==> config.mk <==
export PLATFORM = sky130hd
export DESIGN_NAME = twofish_host_if
export DESIGN_NICKNAME = d
export VERILOG_FILES = /design/src/rtl/twofish_host_if.sv
export SDC_FILE = /design/constraint.sdc
export NUM_CORES = 1
export LEC_CHECK = 0
export BUFFER_PORTS_ARGS = -buffer_cell sky130_fd_sc_hd__buf_4
export CORE_ASPECT_RATIO = 0.75
export CORE_MARGIN = 2
export CORE_UTILIZATION = 52
export CTS_CLUSTER_SIZE = 14
export DETAILED_ROUTE_END_ITERATION = 12
export PLACE_DENSITY = 0.8
export SLEW_MARGIN = 20
export SYNTH_ARGS = -nofsm -noshare
export SYNTH_HDL_FRONTEND = slang
export SYNTH_SLANG_ARGS = --single-unit
export TNS_END_PERCENT = 30
==> constraint.sdc <==
create_clock -name Clk -period 2.2 [get_ports Clk]
set_input_delay 0.33 -clock Clk [delete_from_list [all_inputs] [get_ports Clk]]
set_output_delay 0.33 -clock Clk [all_outputs]
set_load 0.05 [all_outputs]
==> src/rtl/twofish_host_if.sv <==
// ---------------------------------------------------------------------------
// twofish_host_if
//
// Word-serial host front-end for the Twofish datapath core. Collects 32-bit
// key/block words from a valid/ready input stream (most-significant word
// first), assembles the 128-bit key/block operands, pulses Start, follows
// busy through to completion and returns the 128-bit result as four 32-bit
// words on a valid/ready output stream. A timeout aborts a transaction whose
// core never completes; err then stays set until the next first beat.
//
// Ports
//   Clk, Reset          clock, synchronous active-high reset
//   in_valid/in_ready   input word handshake
//   in_data [31:0]      key/block word, MSW first
//   in_ende             first beat only: 0 = encrypt, 1 = decrypt
//   in_key_keep         first beat only: 1 = reuse stored key, 4 block words
//   out_valid/out_ready result word handshake
//   out_data [31:0]     result word, MSW first
//   out_last            high with the 4th result word
//   err                 sticky timeout flag
//   block/key [127:0]   core operands
//   EnDe, Start         core direction, single-cycle start pulse
//   addr [7:0]          core address, tied to zero
//   o [127:0], busy     core result and busy
// ---------------------------------------------------------------------------
//
// state    | meaning
// ---------+-------------------------------------------------------------
// LOAD_KEY | idle; first beat picks direction/key reuse, key words 0..3
// LOAD_BLK | block words 0..3
// START    | Start pulse is high, timeout counter restarts
// WAIT_HI  | waiting for core busy to rise
// WAIT_LO  | waiting for core busy to fall, then capture o
// OUT      | presenting result words 0..3
module twofish_host_if #(
    parameter int TIMEOUT_CYCLES = 64
) (
    input  logic         Clk,
    input  logic         Reset,
    input  logic         in_valid,
    output logic         in_ready,
    input  logic [31:0]  in_data,
    input  logic         in_ende,
    input  logic         in_key_keep,
    output logic         out_valid,
    input  logic         out_ready,
    output logic [31:0]  out_data,
    output logic         out_last,
    output logic         err,
    output logic [127:0] block,
    output logic [127:0] key,
    output logic         EnDe,
    output logic         Start,
    output logic [7:0]   addr,
    input  logic [127:0] o,
    input  logic         busy
);

    localparam int CW = $clog2(TIMEOUT_CYCLES + 1);

    typedef enum logic [2:0] {
        LOAD_KEY,
        LOAD_BLK,
        START,
        WAIT_HI,
        WAIT_LO,
        OUT
    } state_t;

    state_t         state;
    logic [1:0]     idx;
    logic [CW-1:0]  cnt;
    logic [127:0]   result;
    logic           in_hs;
    logic           timed_out;

    assign addr      = 8'h00;
    assign in_hs     = in_valid && in_ready;
    assign timed_out = (cnt == CW'(TIMEOUT_CYCLES - 1));

    function automatic logic [127:0] put_word(input logic [127:0] v,
                                              input logic [1:0]   i,
                                              input logic [31:0]  w);
        logic [127:0] r;
        r = v;
        case (i)
            2'd0:    r[127:96] = w;
            2'd1:    r[95:64]  = w;
            2'd2:    r[63:32]  = w;
            default: r[31:0]   = w;
        endcase
        return r;
    endfunction

    function automatic logic [31:0] get_word(input logic [127:0] v,
                                             input logic [1:0]   i);
        logic [31:0] w;
        case (i)
            2'd0:    w = v[127:96];
            2'd1:    w = v[95:64];
            2'd2:    w = v[63:32];
            default: w = v[31:0];
        endcase
        return w;
    endfunction

    always_ff @(posedge Clk) begin
        if (Reset) begin
            state     <= LOAD_KEY;
            idx       <= 2'd0;
            cnt       <= '0;
            in_ready  <= 1'b1;
            out_valid <= 1'b0;
            out_last  <= 1'b0;
            out_data  <= '0;
            err       <= 1'b0;
            Start     <= 1'b0;
            EnDe      <= 1'b0;
            key       <= '0;
            block     <= '0;
            result    <= '0;
        end else begin
            Start <= 1'b0;
            case (state)
                LOAD_KEY: begin
                    if (in_hs) begin
                        if (idx == 2'd0) begin
                            EnDe <= in_ende;
                            err  <= 1'b0;
                        end
                        if (idx == 2'd0 && in_key_keep) begin
                            block <= put_word(block, 2'd0, in_data);
                            idx   <= 2'd1;
                            state <= LOAD_BLK;
                        end else begin
                            key <= put_word(key, idx, in_data);
                            // idx wraps 3 -> 0, which is where block loading starts
                            idx <= idx + 2'd1;
                            if (idx == 2'd3)
                                state <= LOAD_BLK;
                        end
                    end
                end

                LOAD_BLK: begin
                    if (in_hs) begin
                        block <= put_word(block, idx, in_data);
                        idx   <= idx + 2'd1;
                        if (idx == 2'd3) begin
                            in_ready <= 1'b0;
                            Start    <= 1'b1;
                            state    <= START;
                        end
                    end
                end

                START: begin
                    // The Start cycle itself counts as the first elapsed cycle,
                    // so the abort lands TIMEOUT_CYCLES cycles after Start.
                    cnt   <= CW'(1);
                    state <= WAIT_HI;
                end

                WAIT_HI: begin
                    if (timed_out) begin
                        err      <= 1'b1;
                        in_ready <= 1'b1;
                        idx      <= 2'd0;
                        state    <= LOAD_KEY;
                    end else begin
                        cnt <= cnt + CW'(1);
                        if (busy)
                            state <= WAIT_LO;
                    end
                end

                WAIT_LO: begin
                    // A completion seen in the timeout cycle still wins.
                    if (!busy) begin
                        result    <= o;
                        out_data  <= o[127:96];
                        out_valid <= 1'b1;
                        out_last  <= 1'b0;
                        idx       <= 2'd0;
                        state     <= OUT;
                    end else if (timed_out) begin
                        err      <= 1'b1;
                        in_ready <= 1'b1;
                        idx      <= 2'd0;
                        state    <= LOAD_KEY;
                    end else begin
                        cnt <= cnt + CW'(1);
                    end
                end

                OUT: begin
                    if (out_ready) begin
                        if (idx == 2'd3) begin
                            out_valid <= 1'b0;
                            out_last  <= 1'b0;
                            in_ready  <= 1'b1;
                            idx       <= 2'd0;
                            state     <= LOAD_KEY;
                        end else begin
                            out_data <= get_word(result, idx + 2'd1);
                            out_last <= (idx == 2'd2);
                            idx      <= idx + 2'd1;
                        end
                    end
                end

                default: begin
                    in_ready  <= 1'b1;
                    out_valid <= 1'b0;
                    out_last  <= 1'b0;
                    idx       <= 2'd0;
                    state     <= LOAD_KEY;
                end
            endcase
        end
    end

endmodule

== After elaboration in Yosys (flattened, before gate mapping) ==
Cells that the tools add are included.

* Bitwise logic cells: 9
* Muxes and demuxes: 56
* Add/subtract/negate cells: 2
* Reduce and logical (&&, ||, !) cells: 31
* Equal/unequal tests: 25

{| class="wikitable"
|+ Operator list
! cell !! number
|-
| two-way mux 128 bit || 3
|-
| case mux 128 bit (2 select lines) || 1
|-
| two-way mux 32 bit || 7
|-
| case mux 32 bit (3 select lines) || 1
|-
| case mux 32 bit (2 select lines) || 1
|-
| AND reduction 4 bit || 11
|-
| two-way mux 3 bit || 11
|-
| inequality test 2 bit (second input constant) || 11
|-
| case mux 7 bit (3 select lines) || 1
|-
| case mux 3 bit (6 select lines) || 1
|-
| two-way mux 1 bit || 16
|-
| two-way mux 2 bit || 7
|-
| two-way mux 7 bit || 2
|-
| case mux 2 bit (6 select lines) || 1
|-
| inequality test 3 bit (second input constant) || 3
|-
| NOT 1 bit || 9
|-
| case mux 1 bit (3 select lines) || 3
|-
| AND reduction 8 bit || 1
|-
| adder 7 x 1 -> 7 bit (second input constant) || 1
|-
| == test 7 x 6 -> 1 bit (second input constant) || 1
|-
| == test 2 bit (second input constant) || 3
|-
| == test 3 x 2 -> 1 bit (second input constant) || 2
|-
| == test 3 bit (second input constant) || 2
|-
| AND reduction 3 bit || 2
|-
| 15 further kinds || 22
|}

* Output and inout port bits: 302
* Bits in registers: 434
* Logic and storage cells: 142

== Logic depth before layout (Yosys ltp) ==
* Word-level depth: 6
* Mapped depth: 9

== Worst setup path before layout ==
OpenSTA, ideal clock, no wires.

* Path kind: flip-flop to flip-flop
* From: reg in_ready
* To: reg block[112]
* Data arrival time: 1.735 ns
* Cell stages (with the launch flop): 7
* Clock period less this slack: 1.867 ns
* Setup slack: 0.333 ns
* Library setup time: 0.132 ns
* Path through: dfxtp_1 nand3b_1 or3_1 clkbuf_1 clkbuf_1 nand2_1 a21oi_1

* Cells in the longest elaborated chain, start to end: 3
* Elaborated cells between the ends (all ways): 4
* Those cells by class: 2 x eq/ne; 2 x reduce/logical

{| class="wikitable"
|+ Ends and longest elaborated chain
! what !! RTL line !! text
|-
| start: declaration || 41 || <nowiki>output logic in_ready,</nowiki>
|-
| start signal: assignment || 112 || <nowiki>in_ready <= 1'b1;</nowiki>
|-
| start signal: assignment || 150 || <nowiki>in_ready <= 1'b0;</nowiki>
|-
| start signal: assignment || 167 || <nowiki>in_ready <= 1'b1;</nowiki>
|-
| logical AND 1 bit (*) || 78 || <nowiki>assign in_hs = in_valid && in_ready;</nowiki>
|-
| inequality test 2 bit (no line) || n/a ||
|-
| AND reduction 5 bit (no line) (*) || n/a ||
|-
| end signal: assignment || 132 || <nowiki>block <= put_word(block, 2'd0, in_data);</nowiki>
|-
| end signal: assignment || 147 || <nowiki>block <= put_word(block, idx, in_data);</nowiki>
|-
| end: declaration || 50 || <nowiki>output logic [127:0] block,</nowiki>
|}

Mark *: on every way between the ends. The rest lies on a longest branch, timed or not.
A chain may end at the register's enable or synchronous reset.

== Worst setup path after layout ==
* From: reg idx[0]
* To: reg out_data[10]

* Cells in the longest elaborated chain, start to end: 6
* Elaborated cells between the ends (all ways): 11
* Those cells by class: 1 x add/sub; 4 x eq/ne; 4 x mux; 2 x reduce/logical

{| class="wikitable"
|+ Ends and longest elaborated chain
! what !! RTL line !! text
|-
| start: declaration || 71 || <nowiki>logic [1:0] idx;</nowiki>
|-
| start signal: assignment || 138 || <nowiki>idx <= idx + 2'd1;</nowiki>
|-
| start signal: assignment || 148 || <nowiki>idx <= idx + 2'd1;</nowiki>
|-
| start signal: assignment || 207 || <nowiki>idx <= idx + 2'd1;</nowiki>
|-
| adder 2 x 1 -> 2 bit || 205 || <nowiki>out_data <= get_word(result, idx + 2'd1);</nowiki>
|-
| == test 2 bit, or another cell as far along || 98 || <nowiki>case (i)</nowiki>
|-
| case mux 32 bit (3 select lines) || 98 ||
|-
| two-way mux 32 bit || 198 || <nowiki>if (idx == 2'd3) begin</nowiki>
|-
| two-way mux 32 bit || 197 || <nowiki>if (out_ready) begin</nowiki>
|-
| case mux 32 bit (2 select lines) || 124 || <nowiki>case (state)</nowiki>
|-
| end signal: assignment || 181 || <nowiki>out_data <= o[127:96];</nowiki>
|-
| end signal: assignment || 205 ||
|-
| end: declaration || 47 || <nowiki>output logic [31:0] out_data,</nowiki>
|}

Several ways; a longest one is shown, not always the timed one. The select of a mux whose other input is x is not followed.

==> metrics.csv <==
stage;metric;value;unit
outcome;status;completed;
floorplanning;I/O pins;469;
timing;Slew @ Worst Pin;0.720;ns
power_and_ir_drop;PwrDens;780;nW/um2
global_route;gr usage total;0.326;
timing;final setup fails;0;
worst_hold_path;Hold Crit Endpoint;EnDe;
timing;Final Cycle Share;0.915;
worst_setup_path;Reg2Reg Setup Slack;0.19;ns
clock_tree;clk sinks;434;
worst_setup_path;startpoint types;flip-flop;
worst_setup_path;r2r startpoint;idx[0];
worst_setup_path;nature of the critical path endpoint;flip-flop;
synthesis;yosys warns;0;
detailed_routing;DRC violations left;0;
power_and_ir_drop;Leakage;8.73;nW
floorplanning;Vert. Die Dim;160;um
worst_hold_path;Hold Crit Class;in2reg;
synthesis;Mapped Area;16800;um2
worst_setup_path;Worst EP arrival;2.43;ns
timing;Hold Vio Cnt, Final;0;
detailed_routing;Pre-antenna DRT Iters;6;
clock_tree;Resized Gates After CTS;0;
finish;share of cells above drive strength 1;0.227;
clock_tree;CTS Buf Count;41;
detailed_routing;vias per cell;5.64;
detailed_routing;WL per Instance;19.0;um
synthesis;FF+latch count, synth;434;
synthesis;Synth Instances;2204;
clock_tree;# Post-CTS Setup Buffers;0;
synthesis;Unique masters post-synth;53;
worst_setup_path;crit-path cells;inv_1, ha_1, buf_4, a21oi_1, nand2_1, a221oi_1, nor2_1;
place;gp weighted congestion;0.920;
finish;final instance area;21900;um2
synthesis;mean post-synth cell area;7.64;um2
place;Post-DP Area;20500;um2
global_route;GRT overflow;0;
clock_tree;cts-stage hold buffer count;0;
synthesis;commonest cells in the netlist;nand2_1, a21oi_1, dfxtp_1;
timing;skew final;0.0147;ns
floorplanning;row cnt;57;
synthesis;main area contributors after synthesis;dfxtp_1, nand2_1, a21oi_1;
power_and_ir_drop;maximum VDD drop;0.647;mV
timing;final setup TNS;0;ns
global_route;antenna violations before repair;0;
finish;Final #Nets;2724;
synthesis;most frequent cell after synthesis;nand2_1;
worst_setup_path;slowest stage delay, CP;0.44;ns
worst_setup_path;reg2reg path depth;7;
synthesis;Seq/Total Area, Yosys;0.516;
synthesis;area leader, netlist;dfxtp_1;
worst_setup_path;r2r endpoint;out_data[10];
timing;fin crit period;2.01;ns
place;port buffer count;460;
clock_tree;Worst-path clk slew;0.06;ns
detailed_routing;Final ANT Viol Nets;0;
finish;ant diodes;0;
global_route;number of global-route vias before repair;16010;
global_route;largest net degree at the start of global routing;89;
clock_tree;clk_lat worst skew;0.54;ns
worst_setup_path;slowest CP cell;dfxtp_1;
clock_tree;H-tree depth;2;
timing;RSZ-0062 raised after global routing;false;
timing;max-slew violations;0;
worst_setup_path;Crit Path Max Fanout;32;
worst_hold_path;HP Start;in_ende;
timing;Worst slew margin;0.520;
floorplanning;die width;212;um
synthesis;asr flop ratio synth;0;
floorplanning;Starting Density;0.524;
place;Final HPWL DP;38400;um
global_route;first-pass GRT wire length;88000;um
detailed_routing;DRT Wirelength;56900;um
job;max_cap viols;0;
worst_setup_path;CP Class;reg2reg;
floorplanning;CORE AREA;32100;um2
synthesis;EDFF count, synth;0;
detailed_routing;DRT iter0 DRCs;1841;
worst_setup_path;Worst EP required;2.61;ns
floorplanning;die area;33800;um2
clock_tree;clk buf depth;3;
finish;synthesis-to-layout area growth;30.1;%
detailed_routing;via count;16884;
synthesis;area share of the largest cell type after synthesis;0.516;
clock_tree;CTS tree;yes;
synthesis;Synth Flop Type;dfxtp_1;
worst_hold_path;worst hold stages;3;
timing;Peak Freq;497;MHz
clock_tree;CTS Root Cell;clkbuf_16;
[routing by layer]
layer | global-route usage | wire [um] | up-vias
met4 | 0.151 | 2570 | 0
met2 | 0.499 | 25300 | 876
met3 | 0.0785 | 5590 | 161
met5 | 0 | 0 | -
li1 | - | - | 7906
met1 | 0.436 | 23500 | 7941
[how the worst max path moves through the flow]
stage / startpoint / endpoint / slack [ns] / cells after the start
after CTS: idx[0] / out_data[10] / 0.21 / 7
after global routing: idx[0] / out_data[10] / 0.06 / 7
after floorplan: in_ready / block[112] / 0.33 / 6
after detailed placement: idx[0] / out_data[10] / 0.25 / 7
final: idx[0] / out_data[10] / 0.19 / 7
after global placement: idx[0] / out_data[10] / 0.30 / 7
[placed cells by master (no fill, tap or decap), drive strengths merged, types with 2 or more instances in the layout]
cell	synthesis	final
clkbuf	101	63
clkinvlp	0	2
nand2b	4	4
nand3	7	7
o31ai	3	3
nor2	47	47
nor3	5	5
nor4bb	2	2
conb	1	8
clkinv	0	5
and3	7	7
dfxtp	434	434
a221oi	32	32
nand2	810	810
o21ai	39	39
or3	4	4
a31oi	2	2
a22oi	34	34
a21oi	462	462
nor2b	2	2
a211oi	5	5
ha	7	7
o21a	4	4
nand4	5	5
mux2i	4	4
nor4	2	2
bufinv	0	4
and3b	3	3
buf	114	511
inv	41	42
nand3b	3	3
and4	3	3
[through the flow]
stage	util	total power, mW	hold slack [ns]	instances	setup WS (ns)
finish	0.682	17.1	0.0351	2995	0.187
global route	0.682	17.6	0.0223	2995	0.0617
CTS	0.682	17.1	0.0177	2995	0.214
detailed placement	0.638	9.82	0.438	2920	0.248
global placement	0.638	9.80	0.432	2920	0.296
floorplan	-	9.16	0.420	2211	0.333
[power by group]
group / internal (mW) / switching (mW)
logic: 0.511 / 1.12
registers: 7.97 / 0.0696
clock network: 4.37 / 3.04
[cell type report]
| class | instances | area [um2] |
|---|---|---|
| clock buffer | 63 | 1240 |
| clock inverter | 12 | 169 |
| sequential | 434 | 8690 |
| inverter | 41 | 154 |
| timing repair buffer | 511 | 4110 |
| multi-input combinational | 1521 | 7010 |
| fill | 2615 | 10200 |
| tap | 413 | 517 |
[sequential cells by signal, summed over array words and instances, names as in the netlist]
signal / count
out_valid: 1
block: 128
out_last: 1
out_data: 32
Start: 1
state: 3
EnDe: 1
in_ready: 1
key: 128
err: 1
result: 128
idx: 2
cnt: 7
[critical path, delay by kind of cell (launching register included)]
| kind | cells | cell delay, ns |
|---|---|---|
| adders and majority gates | 1 | 0.28 |
| DFF | 1 | 0.44 |
| buffers and inverters | 2 | 0.42 |
| AOI/OAI and AO/OA | 2 | 0.57 |
| and+or+nand+nor | 2 | 0.16 |
[cells by family (layout without fill, tap and decap cells)]
logic type | count (synthesis) | after routing | synth area share
other | 1 | 8 | 0.000223
and+or+nand+nor | 908 | 908 | 0.212
buffers and inverters | 256 | 627 | 0.0701
adders and majority gates | 7 | 7 | 0.00520
muxes | 4 | 4 | 0.00238
AOI/OAI and AO/OA | 594 | 594 | 0.193
DFF | 434 | 434 | 0.516
No activity file was read; power rests on OpenSTA's default activity.
